<file path="src/rtl/fwd_hazard_ctrl_if.sv">
// Forwarding/hazard controller bus: ID-stage metadata and flush in,
// operand-mux selects, stall, bubble flag and stall counter out.
interface fwd_hazard_ctrl_if #(
  parameter int REG_ADDR_W = 5,
  parameter int CNT_W      = 32
);
  logic                  id_valid;
  logic [REG_ADDR_W-1:0] id_rs1;
  logic [REG_ADDR_W-1:0] id_rs2;
  logic                  id_uses_rs1;
  logic                  id_uses_rs2;
  logic [REG_ADDR_W-1:0] id_rd;
  logic                  id_reg_write;
  logic                  id_mem_read;
  logic                  flush;
  logic [1:0]            fwd_a_sel;
  logic [1:0]            fwd_b_sel;
  logic                  stall;
  logic                  ex_bubble;
  logic [CNT_W-1:0]      stall_count;

  // Core side: presents the decoded instruction, consumes the controls.
  modport master (
    output id_valid, id_rs1, id_rs2, id_uses_rs1, id_uses_rs2,
           id_rd, id_reg_write, id_mem_read, flush,
    input  fwd_a_sel, fwd_b_sel, stall, ex_bubble, stall_count
  );

  // Controller side.
  modport slave (
    input  id_valid, id_rs1, id_rs2, id_uses_rs1, id_uses_rs2,
           id_rd, id_reg_write, id_mem_read, flush,
    output fwd_a_sel, fwd_b_sel, stall, ex_bubble, stall_count
  );
endinterface

</file>
<file path="src/rtl/fwd_hazard_ctrl.sv">
// Forwarding and load-use hazard controller for the 5-stage RV32I core.
// Keeps register-use metadata for EX, MEM and WB; operand selects are
// 00 = register file, 01 = WB result, 10 = MEM result.
module fwd_hazard_ctrl #(
  parameter int REG_ADDR_W = 5,
  parameter int CNT_W      = 32
) (
  input logic              clk,
  input logic              rst_n,
  fwd_hazard_ctrl_if.slave bus
);

  // EX stage metadata
  logic                  ex_valid_q, ex_valid_d;
  logic [REG_ADDR_W-1:0] ex_rs1_q, ex_rs1_d;
  logic [REG_ADDR_W-1:0] ex_rs2_q, ex_rs2_d;
  logic                  ex_uses_rs1_q, ex_uses_rs1_d;
  logic                  ex_uses_rs2_q, ex_uses_rs2_d;
  logic [REG_ADDR_W-1:0] ex_rd_q, ex_rd_d;
  logic                  ex_reg_write_q, ex_reg_write_d;
  logic                  ex_mem_read_q, ex_mem_read_d;

  // MEM stage metadata (its load flag only matters while it sits in EX)
  logic                  mem_valid_q, mem_valid_d;
  logic [REG_ADDR_W-1:0] mem_rd_q, mem_rd_d;
  logic                  mem_reg_write_q, mem_reg_write_d;

  // WB stage metadata
  logic                  wb_valid_q, wb_valid_d;
  logic [REG_ADDR_W-1:0] wb_rd_q, wb_rd_d;
  logic                  wb_reg_write_q, wb_reg_write_d;

  logic [CNT_W-1:0]      stall_cnt_q, stall_cnt_d;

  logic                  mem_writes, wb_writes;
  logic                  mem_hit_rs1, mem_hit_rs2, wb_hit_rs1, wb_hit_rs2;
  logic                  ex_load_wr, id_dep_ex;
  logic                  stall_w;
  logic [1:0]            fwd_a_w, fwd_b_w;

  // Writer qualification and load-use detection; x0 never qualifies
  always_comb begin
    mem_writes  = mem_valid_q & mem_reg_write_q & (mem_rd_q != '0);
    wb_writes   = wb_valid_q & wb_reg_write_q & (wb_rd_q != '0);
    mem_hit_rs1 = mem_writes & (mem_rd_q == ex_rs1_q);
    mem_hit_rs2 = mem_writes & (mem_rd_q == ex_rs2_q);
    wb_hit_rs1  = wb_writes & (wb_rd_q == ex_rs1_q);
    wb_hit_rs2  = wb_writes & (wb_rd_q == ex_rs2_q);
    ex_load_wr  = ex_valid_q & ex_mem_read_q & ex_reg_write_q & (ex_rd_q != '0);
    id_dep_ex   = (bus.id_uses_rs1 & (bus.id_rs1 == ex_rd_q)) |
                  (bus.id_uses_rs2 & (bus.id_rs2 == ex_rd_q));
    stall_w     = bus.id_valid & ~bus.flush & ex_load_wr & id_dep_ex;
  end

  // Operand mux selects; MEM holds the younger value so it wins over WB
  always_comb begin
    fwd_a_w = 2'b00;
    fwd_b_w = 2'b00;
    if (ex_uses_rs1_q) begin
      if (mem_hit_rs1)     fwd_a_w = 2'b10;
      else if (wb_hit_rs1) fwd_a_w = 2'b01;
    end
    if (ex_uses_rs2_q) begin
      if (mem_hit_rs2)     fwd_b_w = 2'b10;
      else if (wb_hit_rs2) fwd_b_w = 2'b01;
    end
  end

  // Pipeline advance: MEM and WB always move; EX takes a cleared bubble on flush/stall
  always_comb begin
    ex_valid_d      = bus.id_valid;
    ex_rs1_d        = bus.id_rs1;
    ex_rs2_d        = bus.id_rs2;
    ex_uses_rs1_d   = bus.id_uses_rs1;
    ex_uses_rs2_d   = bus.id_uses_rs2;
    ex_rd_d         = bus.id_rd;
    ex_reg_write_d  = bus.id_reg_write;
    ex_mem_read_d   = bus.id_mem_read;
    mem_valid_d     = ex_valid_q;
    mem_rd_d        = ex_rd_q;
    mem_reg_write_d = ex_reg_write_q;
    wb_valid_d      = mem_valid_q;
    wb_rd_d         = mem_rd_q;
    wb_reg_write_d  = mem_reg_write_q;
    stall_cnt_d     = stall_cnt_q;
    if (bus.flush || stall_w) begin
      ex_valid_d     = 1'b0;
      ex_rs1_d       = '0;
      ex_rs2_d       = '0;
      ex_uses_rs1_d  = 1'b0;
      ex_uses_rs2_d  = 1'b0;
      ex_rd_d        = '0;
      ex_reg_write_d = 1'b0;
      ex_mem_read_d  = 1'b0;
    end
    if (stall_w) stall_cnt_d = stall_cnt_q + 1'b1;
  end

  // Metadata and counter registers; reset drops all in-flight instructions
  always_ff @(posedge clk or negedge rst_n) begin
    if (!rst_n) begin
      ex_valid_q      <= 1'b0;
      ex_rs1_q        <= '0;
      ex_rs2_q        <= '0;
      ex_uses_rs1_q   <= 1'b0;
      ex_uses_rs2_q   <= 1'b0;
      ex_rd_q         <= '0;
      ex_reg_write_q  <= 1'b0;
      ex_mem_read_q   <= 1'b0;
      mem_valid_q     <= 1'b0;
      mem_rd_q        <= '0;
      mem_reg_write_q <= 1'b0;
      wb_valid_q      <= 1'b0;
      wb_rd_q         <= '0;
      wb_reg_write_q  <= 1'b0;
      stall_cnt_q     <= '0;
    end else begin
      ex_valid_q      <= ex_valid_d;
      ex_rs1_q        <= ex_rs1_d;
      ex_rs2_q        <= ex_rs2_d;
      ex_uses_rs1_q   <= ex_uses_rs1_d;
      ex_uses_rs2_q   <= ex_uses_rs2_d;
      ex_rd_q         <= ex_rd_d;
      ex_reg_write_q  <= ex_reg_write_d;
      ex_mem_read_q   <= ex_mem_read_d;
      mem_valid_q     <= mem_valid_d;
      mem_rd_q        <= mem_rd_d;
      mem_reg_write_q <= mem_reg_write_d;
      wb_valid_q      <= wb_valid_d;
      wb_rd_q         <= wb_rd_d;
      wb_reg_write_q  <= wb_reg_write_d;
      stall_cnt_q     <= stall_cnt_d;
    end
  end

  assign bus.fwd_a_sel   = fwd_a_w;
  assign bus.fwd_b_sel   = fwd_b_w;
  assign bus.stall       = stall_w;
  assign bus.ex_bubble   = ~ex_valid_q;
  assign bus.stall_count = stall_cnt_q;

endmodule

</file>
<file path="src/flat_wrapper.sv">
// flat-port wrapper written by rule: the top's interface ports become plain ports
module fwd_hazard_ctrl_flat 
#(
  parameter int REG_ADDR_W = 5,
  parameter int CNT_W      = 32
)
  (clk, rst_n, bus_id_valid, bus_id_rs1, bus_id_rs2, bus_id_uses_rs1, bus_id_uses_rs2, bus_id_rd, bus_id_reg_write, bus_id_mem_read, bus_flush, bus_fwd_a_sel, bus_fwd_b_sel, bus_stall, bus_ex_bubble, bus_stall_count);
  fwd_hazard_ctrl_if #(.REG_ADDR_W(REG_ADDR_W), .CNT_W(CNT_W)) bus_i ();
  input logic clk;
  input logic rst_n;
  input wire logic [$bits(bus_i.id_valid)-1:0] bus_id_valid;
  input wire logic [$bits(bus_i.id_rs1)-1:0] bus_id_rs1;
  input wire logic [$bits(bus_i.id_rs2)-1:0] bus_id_rs2;
  input wire logic [$bits(bus_i.id_uses_rs1)-1:0] bus_id_uses_rs1;
  input wire logic [$bits(bus_i.id_uses_rs2)-1:0] bus_id_uses_rs2;
  input wire logic [$bits(bus_i.id_rd)-1:0] bus_id_rd;
  input wire logic [$bits(bus_i.id_reg_write)-1:0] bus_id_reg_write;
  input wire logic [$bits(bus_i.id_mem_read)-1:0] bus_id_mem_read;
  input wire logic [$bits(bus_i.flush)-1:0] bus_flush;
  output wire logic [$bits(bus_i.fwd_a_sel)-1:0] bus_fwd_a_sel;
  output wire logic [$bits(bus_i.fwd_b_sel)-1:0] bus_fwd_b_sel;
  output wire logic [$bits(bus_i.stall)-1:0] bus_stall;
  output wire logic [$bits(bus_i.ex_bubble)-1:0] bus_ex_bubble;
  output wire logic [$bits(bus_i.stall_count)-1:0] bus_stall_count;
  assign bus_i.id_valid = bus_id_valid;
  assign bus_i.id_rs1 = bus_id_rs1;
  assign bus_i.id_rs2 = bus_id_rs2;
  assign bus_i.id_uses_rs1 = bus_id_uses_rs1;
  assign bus_i.id_uses_rs2 = bus_id_uses_rs2;
  assign bus_i.id_rd = bus_id_rd;
  assign bus_i.id_reg_write = bus_id_reg_write;
  assign bus_i.id_mem_read = bus_id_mem_read;
  assign bus_i.flush = bus_flush;
  assign bus_fwd_a_sel = bus_i.fwd_a_sel;
  assign bus_fwd_b_sel = bus_i.fwd_b_sel;
  assign bus_stall = bus_i.stall;
  assign bus_ex_bubble = bus_i.ex_bubble;
  assign bus_stall_count = bus_i.stall_count;
  fwd_hazard_ctrl #(.REG_ADDR_W(REG_ADDR_W), .CNT_W(CNT_W)) u_core (.clk(clk), .rst_n(rst_n), .bus(bus_i));
endmodule
</file>
<file path="config.mk">
export PLATFORM = sky130hd
export DESIGN_NAME = fwd_hazard_ctrl_flat
export DESIGN_NICKNAME = d
export VERILOG_FILES = /design/src/rtl/fwd_hazard_ctrl_if.sv /design/src/rtl/fwd_hazard_ctrl.sv /design/src/flat_wrapper.sv
export SDC_FILE = /design/constraint.sdc
export NUM_CORES = 1
export LEC_CHECK = 0
export ABC_AREA = 1
export CAP_MARGIN = 20
export CORE_MARGIN = 3
export CORE_UTILIZATION = 60
export CTS_CLUSTER_SIZE = 20
export DETAILED_ROUTE_END_ITERATION = 8
export DONT_BUFFER_PORTS = 1
export PLACE_DENSITY_LB_ADDON = 0.05
export SYNTH_ARGS = -nofsm -noshare
export SYNTH_HDL_FRONTEND = slang
export SYNTH_SLANG_ARGS = --single-unit
</file>
<file path="constraint.sdc">
create_clock -name clk -period 2.2 [get_ports clk]
set_clock_uncertainty 0.15 [all_clocks]
set_input_delay 0.33 -clock clk [delete_from_list [all_inputs] [get_ports clk]]
set_output_delay 0.33 -clock clk [all_outputs]
set_load 0.03 [all_outputs]
</file>
Word level (Yosys, flattened, before mapping)
Cells that the tools add are included.
- logic and storage cells: 59
- register bits after elaboration: 66
- output and inout bits: 38
- bits of input ports: 23
- add/sub/neg operators: 1
- reductions and logical operators: 4
- equal/unequal tests: 6
- multiplexer cells: 14
- bitwise operators: 19
- operators by type and width (kind ; number):
    $add 32x1->32 const B ; 1
    $eq 5x5->1 ; 6
    $and 1x1->1 ; 16
    $mux 5 ; 3
    $reduce_bool 5->1 ; 3
    $mux 2 ; 4
    $mux 1 ; 7
    $not 1->1 ; 2
    $logic_or 1x1->1 ; 1
    $or 1x1->1 ; 1

Logic depth before layout (Yosys ltp)
Gate-level depths: netlist of the first run.
- depth after elaboration: 7
- gate-level depth with buffers: 10
- depth with buffers taken out: 10

Least setup slack after synthesis of the first run
OpenSTA, ideal clock, no wires.
- kind: flip-flop to flip-flop
- start point: reg u_core.stall_cnt_q[0] (netlist: u_core.bus.stall_count[0])
- end point: reg u_core.stall_cnt_q[30] (netlist: u_core.bus.stall_count[30])
- data required time: 1933 ps
- library setup time: 117 ps
- clock period less this slack: 1895 ps
- stages on the path, launching flop included: 11
- path buffers: 0
- path slack: 305 ps
- data arrival time: 1628 ps
- cell sequence: dfrtp_1 > ha_1 > nand3_1 > nor2_2 > inv_2 > nor2_2 > nand2_1 > nand2_1 > nand2_1 > nand2_2 > nand2_1
- word-level cells in the longest chain between the ends: 1
- ends and longest elaborated chain (item ; RTL line ; source):
    start: declaration ; fwd_hazard_ctrl.sv:33 ; logic [CNT_W-1:0] stall_cnt_q, stall_cnt_d;
    start signal: assignment ; fwd_hazard_ctrl.sv:132 ; stall_cnt_q <= stall_cnt_d;
    $add 32x1->32 ; fwd_hazard_ctrl.sv:96 ; if (stall_w) stall_cnt_d = stall_cnt_q + 1'b1;
No other way between the ends.
A chain may end at the register's enable or synchronous reset.

Worst setup path after layout of the first run
- start point: in bus_id_rs2[4]
- end point: out bus_stall
- word-level cells in the longest chain between the ends: 4
- ends and longest elaborated chain (item ; RTL line ; source):
    start: declaration ; flat_wrapper.sv:13 ; input wire logic [$bits(bus_i.id_rs2)-1:0] bus_id_rs2;
    $eq 5x5->1 ; fwd_hazard_ctrl.sv:51 ; (bus.id_uses_rs2 & (bus.id_rs2 == ex_rd_q));
    $and 1x1->1 ; fwd_hazard_ctrl.sv:51 ;
    $or 1x1->1 ; fwd_hazard_ctrl.sv:50 ; id_dep_ex = (bus.id_uses_rs1 & (bus.id_rs1 == ex_rd_q)) |
    $and 1x1->1 ; fwd_hazard_ctrl.sv:52 ; stall_w = bus.id_valid & ~bus.flush & ex_load_wr & id_dep_ex;
    end: declaration ; flat_wrapper.sv:22 ; output wire logic [$bits(bus_i.stall)-1:0] bus_stall;
No other way between the ends.

==> reports/qor.csv, run 1 <==
metric,value,unit
die_area,7110,µm²
total_power,2.65,mW
synth_warnings,0,
finalSetupViolations,0,
netlist_instances,506,
grtUsageMet3,0.0471,
die_h,84.3,µm
cts_made_buffers,9,
p_sw,0.620,mW
ys.flop_type,dfrtp_1,
dp_hpwl,6430,µm
ys_seq_area_frac,0.449,
min-delay-path-class,input port to register,
yosysUniqueCellTypes,22,
ys_ff_latch,66,
synth_nets,530,
clockPowerShare,0.448,
synth.area.top_cells,"dfrtp_1, nand2_1, nor2_1",
drc,0,
max-clock-path-buffers,2,
avgSynthCellArea,7.27,µm²
io_pins,61,
grt_max_degree,67,
areaGrowthSynthToFinish,21.7,%
die_w,84.3,µm
gr-usage-met1,0.395,
clk_latency,350,ps
n_antenna_cell,0,
gp_congestion,0.937,
fmax,467,MHz
drv_cap,0,
sequentialPowerShare,0.483,
drt-initial-drc-count,234,
slew_headroom,0.687,
yosysTopAreaCell,dfrtp_1,
finalCriticalPeriod,2140,ps
gr-usage-met2,0.426,
r2r_setup_slack,170,ps
first_pass_iters,5,
run_status,"complete, no violations",
vias,3396,
path_max_fanout,7,
critical_path_required,1720,ps
cpPeakStageDelay,550,ps
synth-edff-count,0,
via_per_inst,5.30,
p_leak,2.34,nW
top_usage_layer,met2,
ant_nets,0,
async_flop_share,1.00,
final_core_util,0.785,
synth.most_common_cell,nand2_1,
fin_crit_sh,0.974,
routedWlPerCell,15.5,µm
cts.sinks,66,
cpMaxStageDelayCell,dlygate4sd3_1,
path_clk_slew,70,ps
cp-end-kind,primary output,
layout-drive-gt1-share,0.141,
switching_share,0.234,
slew_viol_final,0,
antenna_found_initial,0,
ir_worst_vdd,0.466,mV
start_util,0.645,
power.share.combinational,0.069,
core_area,5710,µm²
root_buffer,clkbuf_8,
nNetsFinal,588,
grt_pass1_vias,3237,
routed_wl,9940,µm
synth_top_area_frac,0.449,
crit_type,input port to primary output,
cts_tree,done,
grt_pass1_wl,15500,µm
start_kind,input port,
port_buffers,0,
path_cells,"dlygate4sd3_1, inv_1, nand2_1, a21oi_2, nand3_2, a21oi_4, buf_12",
htree_levels,3,
gr-total-overflow,0,
intPower,2.03,mW
power.density,591,nW/µm²
hold_viol,0,
synthTopCellsByCount,"nand2_1, nor2_1, dfrtp_1, inv_1, xor2_1",
crit_arrival,1660,ps
netlist_area,3680,µm²
tightest_slew,469,ps
fp-row-count,27,
grt.total_usage,0.278,
-- layer usage --
| metal | vias to the layer above | part of all wire |
|---|---|---|
| met2 | 162 | 0.46 |
| met5 | - | 0 |
| li1 | 1645 | - |
| met1 | 1572 | 0.44 |
| met3 | 17 | 0.083 |
| met4 | 0 | 0.019 |
-- cells by family after synthesis --
logic type | after synthesis | synth area share
AND/OR/NAND/NOR | 348 | 0.396
flip-flops | 66 | 0.449
buffers and inverters | 53 | 0.0622
XOR/XNOR | 34 | 0.0809
AO/OA/AOI/OAI | 4 | 0.00850
adder cells (fa/ha/maj) | 1 | 0.00340
-- critical path: cells and delay by family --
kind	cells	cell delay, ps
simple gates	2	190
compound gates	2	350
buf+inv	3	790
-- layout by cell type (no fill, tap or decap), types with 2 or more instances in the layout --
cell type / netlist / layout
nor2_2: 5 / 6
nand2_4: 2 / 2
nor2_1: 86 / 85
nand3_2: 2 / 2
dlygate4sd3_1: 0 / 20
dfrtp_1: 66 / 65
xor2_1: 23 / 23
nand2_1: 204 / 204
clkbuf_8: 0 / 11
nand2_2: 11 / 11
buf_4: 0 / 28
xnor2_1: 11 / 11
bufinv_16: 0 / 2
inv_1: 40 / 40
clkbuf_16: 0 / 2
inv_2: 7 / 7
nor3_1: 5 / 4
nand3b_1: 12 / 12
o21ai_1: 0 / 2
nand3_1: 20 / 20
-- sequential cells by signal, indices dropped and copies added (netlist names), 5 cells and up --
name / flops
u_core.bus.stall_count: 32
u_core.ex_rd_q: 5
u_core.ex_rs1_q: 5
u_core.ex_rs2_q: 5
u_core.mem_rd_q: 5
u_core.wb_rd_q: 5
-- what timing repair did --
action / 4_1_cts / 5_1_grt
hold buffers: 22 / 0
buffers inserted: 0 / 5
gates resized for setup: 0 / 7
endpoints found under the hold margin: 86 / 0
setup endpoints to repair: 0 / 3
-- area by class of cell --
type	instances	area (µm²)
clock buffer	12	155
inverter	47	176
timing repair buffer	53	520
sequential	66	1650
tap	72	90.1
clock inverter	4	73.8
multi-input combinational	387	1810
fill	400	1230
-- worst paths after layout --
kind                                        startpoint  cells past startpoint                         end
max in group asynchronous                        rst_n                      2          u_core.mem_rd_q[3]
worst max-delay path                     bus_id_rs2[4]                      7                   bus_stall
min in group asynchronous                        rst_n                      2          u_core.ex_rs1_q[0]
worst min-delay path                         bus_flush                      3           u_core.ex_valid_q
worst max register to register       u_core.ex_rd_q[3]                     11  u_core.bus.stall_count[13]
worst min register to register  u_core.mem_reg_write_q                      0       u_core.wb_reg_write_q
-- power groups by stage --
stage               Combinational (mW)  Clock [mW]  Sequential [mW]
floorplan                       0.0934           0             1.29
global placement                 0.108           0             1.30
detailed placement               0.110           0             1.30
CTS                              0.172        1.18             1.28
global route                     0.204        1.25             1.28
finish                           0.181        1.19             1.28
-- metrics by stage --
stage / instance area (µm²) / hold WS (ps) / std cells / setup TNS, ps / worst slack, ps
3_5_place_dp: 3910 / -114 / 596 / 0 / 328
5_1_grt: 4480 / 46.3 / 641 / -57.4 / -33.3
6_report: 4480 / 12.3 / 641 / 0 / 56.4
4_1_cts: 4380 / 9.81 / 634 / 0 / 10.6
2_1_floorplan: 3680 / -116 / 506 / 0 / 305
3_3_place_gp: 3910 / -114 / 596 / 0 / 350
Note: power is estimated with default switching activity, not from simulation.
==> run 2, diff against run 1 <==
--- a/config.mk
+++ b/config.mk
@@ -7,9 +7,7 @@
 export LEC_CHECK = 0
 export ABC_AREA = 1
 export CAP_MARGIN = 20
-export CORE_MARGIN = 3
 export CORE_UTILIZATION = 60
-export CTS_CLUSTER_SIZE = 20
 export DETAILED_ROUTE_END_ITERATION = 8
 export DONT_BUFFER_PORTS = 1
 export PLACE_DENSITY_LB_ADDON = 0.05
==> run 2 against run 1 <==
Against the previous run:
- sequential share of layout area shrank 0.26 points
- die area shrank 9.3%
- combinational power barely moved
- total power increased by 4.8%
- global-route usage is 3.3 points higher
- register-to-register slack improved by 30 ps
- maximum frequency fell by 0.99%
- setup slack worse by 21 ps
- critical path type unchanged
- largest cell class unchanged
==> reports/qor.csv, run 2 (synthesized netlist as in run 1, its figures left out) <==
metric,value,unit,change
path_clk_slew,70,ps,about the same
grt_pass1_wl,14800,µm,-4.8%
p_leak,2.37,nW,+1.3%
dr_wl_met3,576,µm,-31%
run_status,"complete, no violations",,
via_per_inst,5.19,,-2.0%
ir_worst_vdd,0.427,mV,-8.4%
total_power,2.77,mW,+4.8%
cts.sinks,66,,unchanged
slew_viol_final,0,,unchanged
die_w,80.3,µm,-4.7%
cp-end-kind,primary output,,
root_buffer,clkbuf_8,,
drc,0,,unchanged
cts_tree,done,,
io_pins,61,,unchanged
largest_reg_flops,32,,unchanged
path_cells,"dlygate4sd3_1, inv_1, o21ai_1, nor2_1, nand3_2, a21oi_4, buf_12",,
fin_crit_sh,0.984,,+0.00976
port_buffers,0,,unchanged
n_antenna_cell,0,,unchanged
areaGrowthSynthToFinish,22.5,%,
power.density,615,nW/µm²,+4.1%
max-clock-path-buffers,2,,unchanged
fp-row-count,28,,+3.7%
crit_arrival,1690,ps,+30 ps
final_common_cell,nand2_1,,
vias,3337,,-1.7%
cpMaxStageDelayCell,dlygate4sd3_1,,
die_area,6450,µm²,-9.3%
cpPeakStageDelay,550,ps,about the same
clk_latency,350,ps,about the same
layout-drive-gt1-share,0.144,,+0.00377
first_pass_iters,5,,unchanged
finalCriticalPeriod,2170,ps,+21.5 ps
drt-initial-drc-count,236,,+0.85%
finalSetupTns,0,ps,unchanged
routed_wl,9460,µm,-4.8%
grt_pass1_vias,3163,,-2.3%
core_area,5920,µm²,+3.7%
wl_met1,4410,µm,+1.2%
dp_hpwl,6320,µm,-1.6%
wl_met2,4250,µm,-6.9%
final_cell_area,4510,µm²,+0.64%
nNetsFinal,587,,-0.17%
path_max_fanout,7,,unchanged
min-delay-path-class,input port to register,,
routedWlPerCell,14.7,µm,-5.1%
start_util,0.622,,-0.0230
grt.total_usage,0.311,,+0.0330
final_cell_mix,"nand2_1, nor2_1, dfrtp_1, inv_1, buf_4",,
placed_area,3910,µm²,about the same
final_core_util,0.761,,-0.0232
gp_congestion,0.942,,+0.50%
tightest_slew,463,ps,-5.89 ps
fmax,462,MHz,-0.99%
start_kind,input port,,
drv_cap,0,,unchanged
cts_made_buffers,9,,unchanged
ant_nets,0,,unchanged
top_layer,met4,,
critical_path_required,1720,ps,about the same
finalSetupViolations,0,,unchanged
gr-total-overflow,0,,unchanged
grt_max_degree,67,,unchanged
antenna_found_initial,0,,unchanged
die_h,80.3,µm,-4.7%
whs,141,ps,+129 ps
slew_headroom,0.691,,+0.00393
hold_viol,0,,unchanged
htree_levels,3,,unchanged
crit_type,input port to primary output,,
==> run 2: cell count changes in the layout (fill, tap and decap cells not counted), moves of 2 or more <==
cell	before	now
inv_1	40	35
inv_2	7	12
dlymetal6s4s_1	1	5
dlygate4sd3_1	20	17
buf_4	28	26
==> run 2: routing by layer <==
layer	global-route usage	up-vias
li1	-	1644
met3	0.0591	19
met4	0.138	0
met2	0.475	129
met1	0.429	1545
met5	0	-
==> run 2: timing repair <==
| action | CTS | global route |
|---|---|---|
| setup endpoints to repair | 0 | 23 |
| hold endpoints to repair | 86 | 0 |
| buffers inserted | 0 | 3 |
| hold buffers | 23 | 0 |
| resized for setup | 0 | 14 |
==> run 2: worst paths after layout <==
check                                       endpoint                   from  depth (start not counted)  slack [ps]
setup / recovery                           bus_stall          bus_id_rs2[2]                          7          30
hold / removal                    u_core.ex_rs1_q[2]              bus_flush                          3         140
setup reg to reg           u_core.bus.stall_count[7]      u_core.ex_rd_q[3]                         10         200
hold reg to reg               u_core.mem_reg_write_q  u_core.ex_reg_write_q                          0         240
max in group asynchronous  u_core.bus.stall_count[7]                  rst_n                          2        1260
min in group asynchronous          u_core.wb_rd_q[0]                  rst_n                          2         360
==> run 2: cell type report <==
cell class,instances,area (µm²)
multi-input cells,387,1810
flip-flops and latches,66,1650
fillers,440,1410
repair buffers,52,526
inverters,47,176
clock buffers,12,155
clock inverters,4,97.6
well taps,75,93.8
==> run 2: critical path: cells and delay by family <==
| kind | cells | cell delay, ps |
|---|---|---|
| and+or+nand+nor | 2 | 270 |
| AOI/OAI and AO/OA | 2 | 290 |
| buffers and inverters | 3 | 800 |
==> run 2: power by group <==
part	internal, mW	total (mW)	switching (mW)
combinational	0.0810	0.180	0.0993
sequential	1.24	1.28	0.0343
clock	0.816	1.31	0.497
total	2.14	2.77	0.630
==> run 2: stage by stage <==
stage / std cells / setup slack, ps
6_report: 643 / 35.0
5_1_grt: 643 / -68.2
4_1_cts: 638 / 6.81
3_5_place_dp: 599 / 245
3_3_place_gp: 599 / 265
2_1_floorplan: 506 / 305
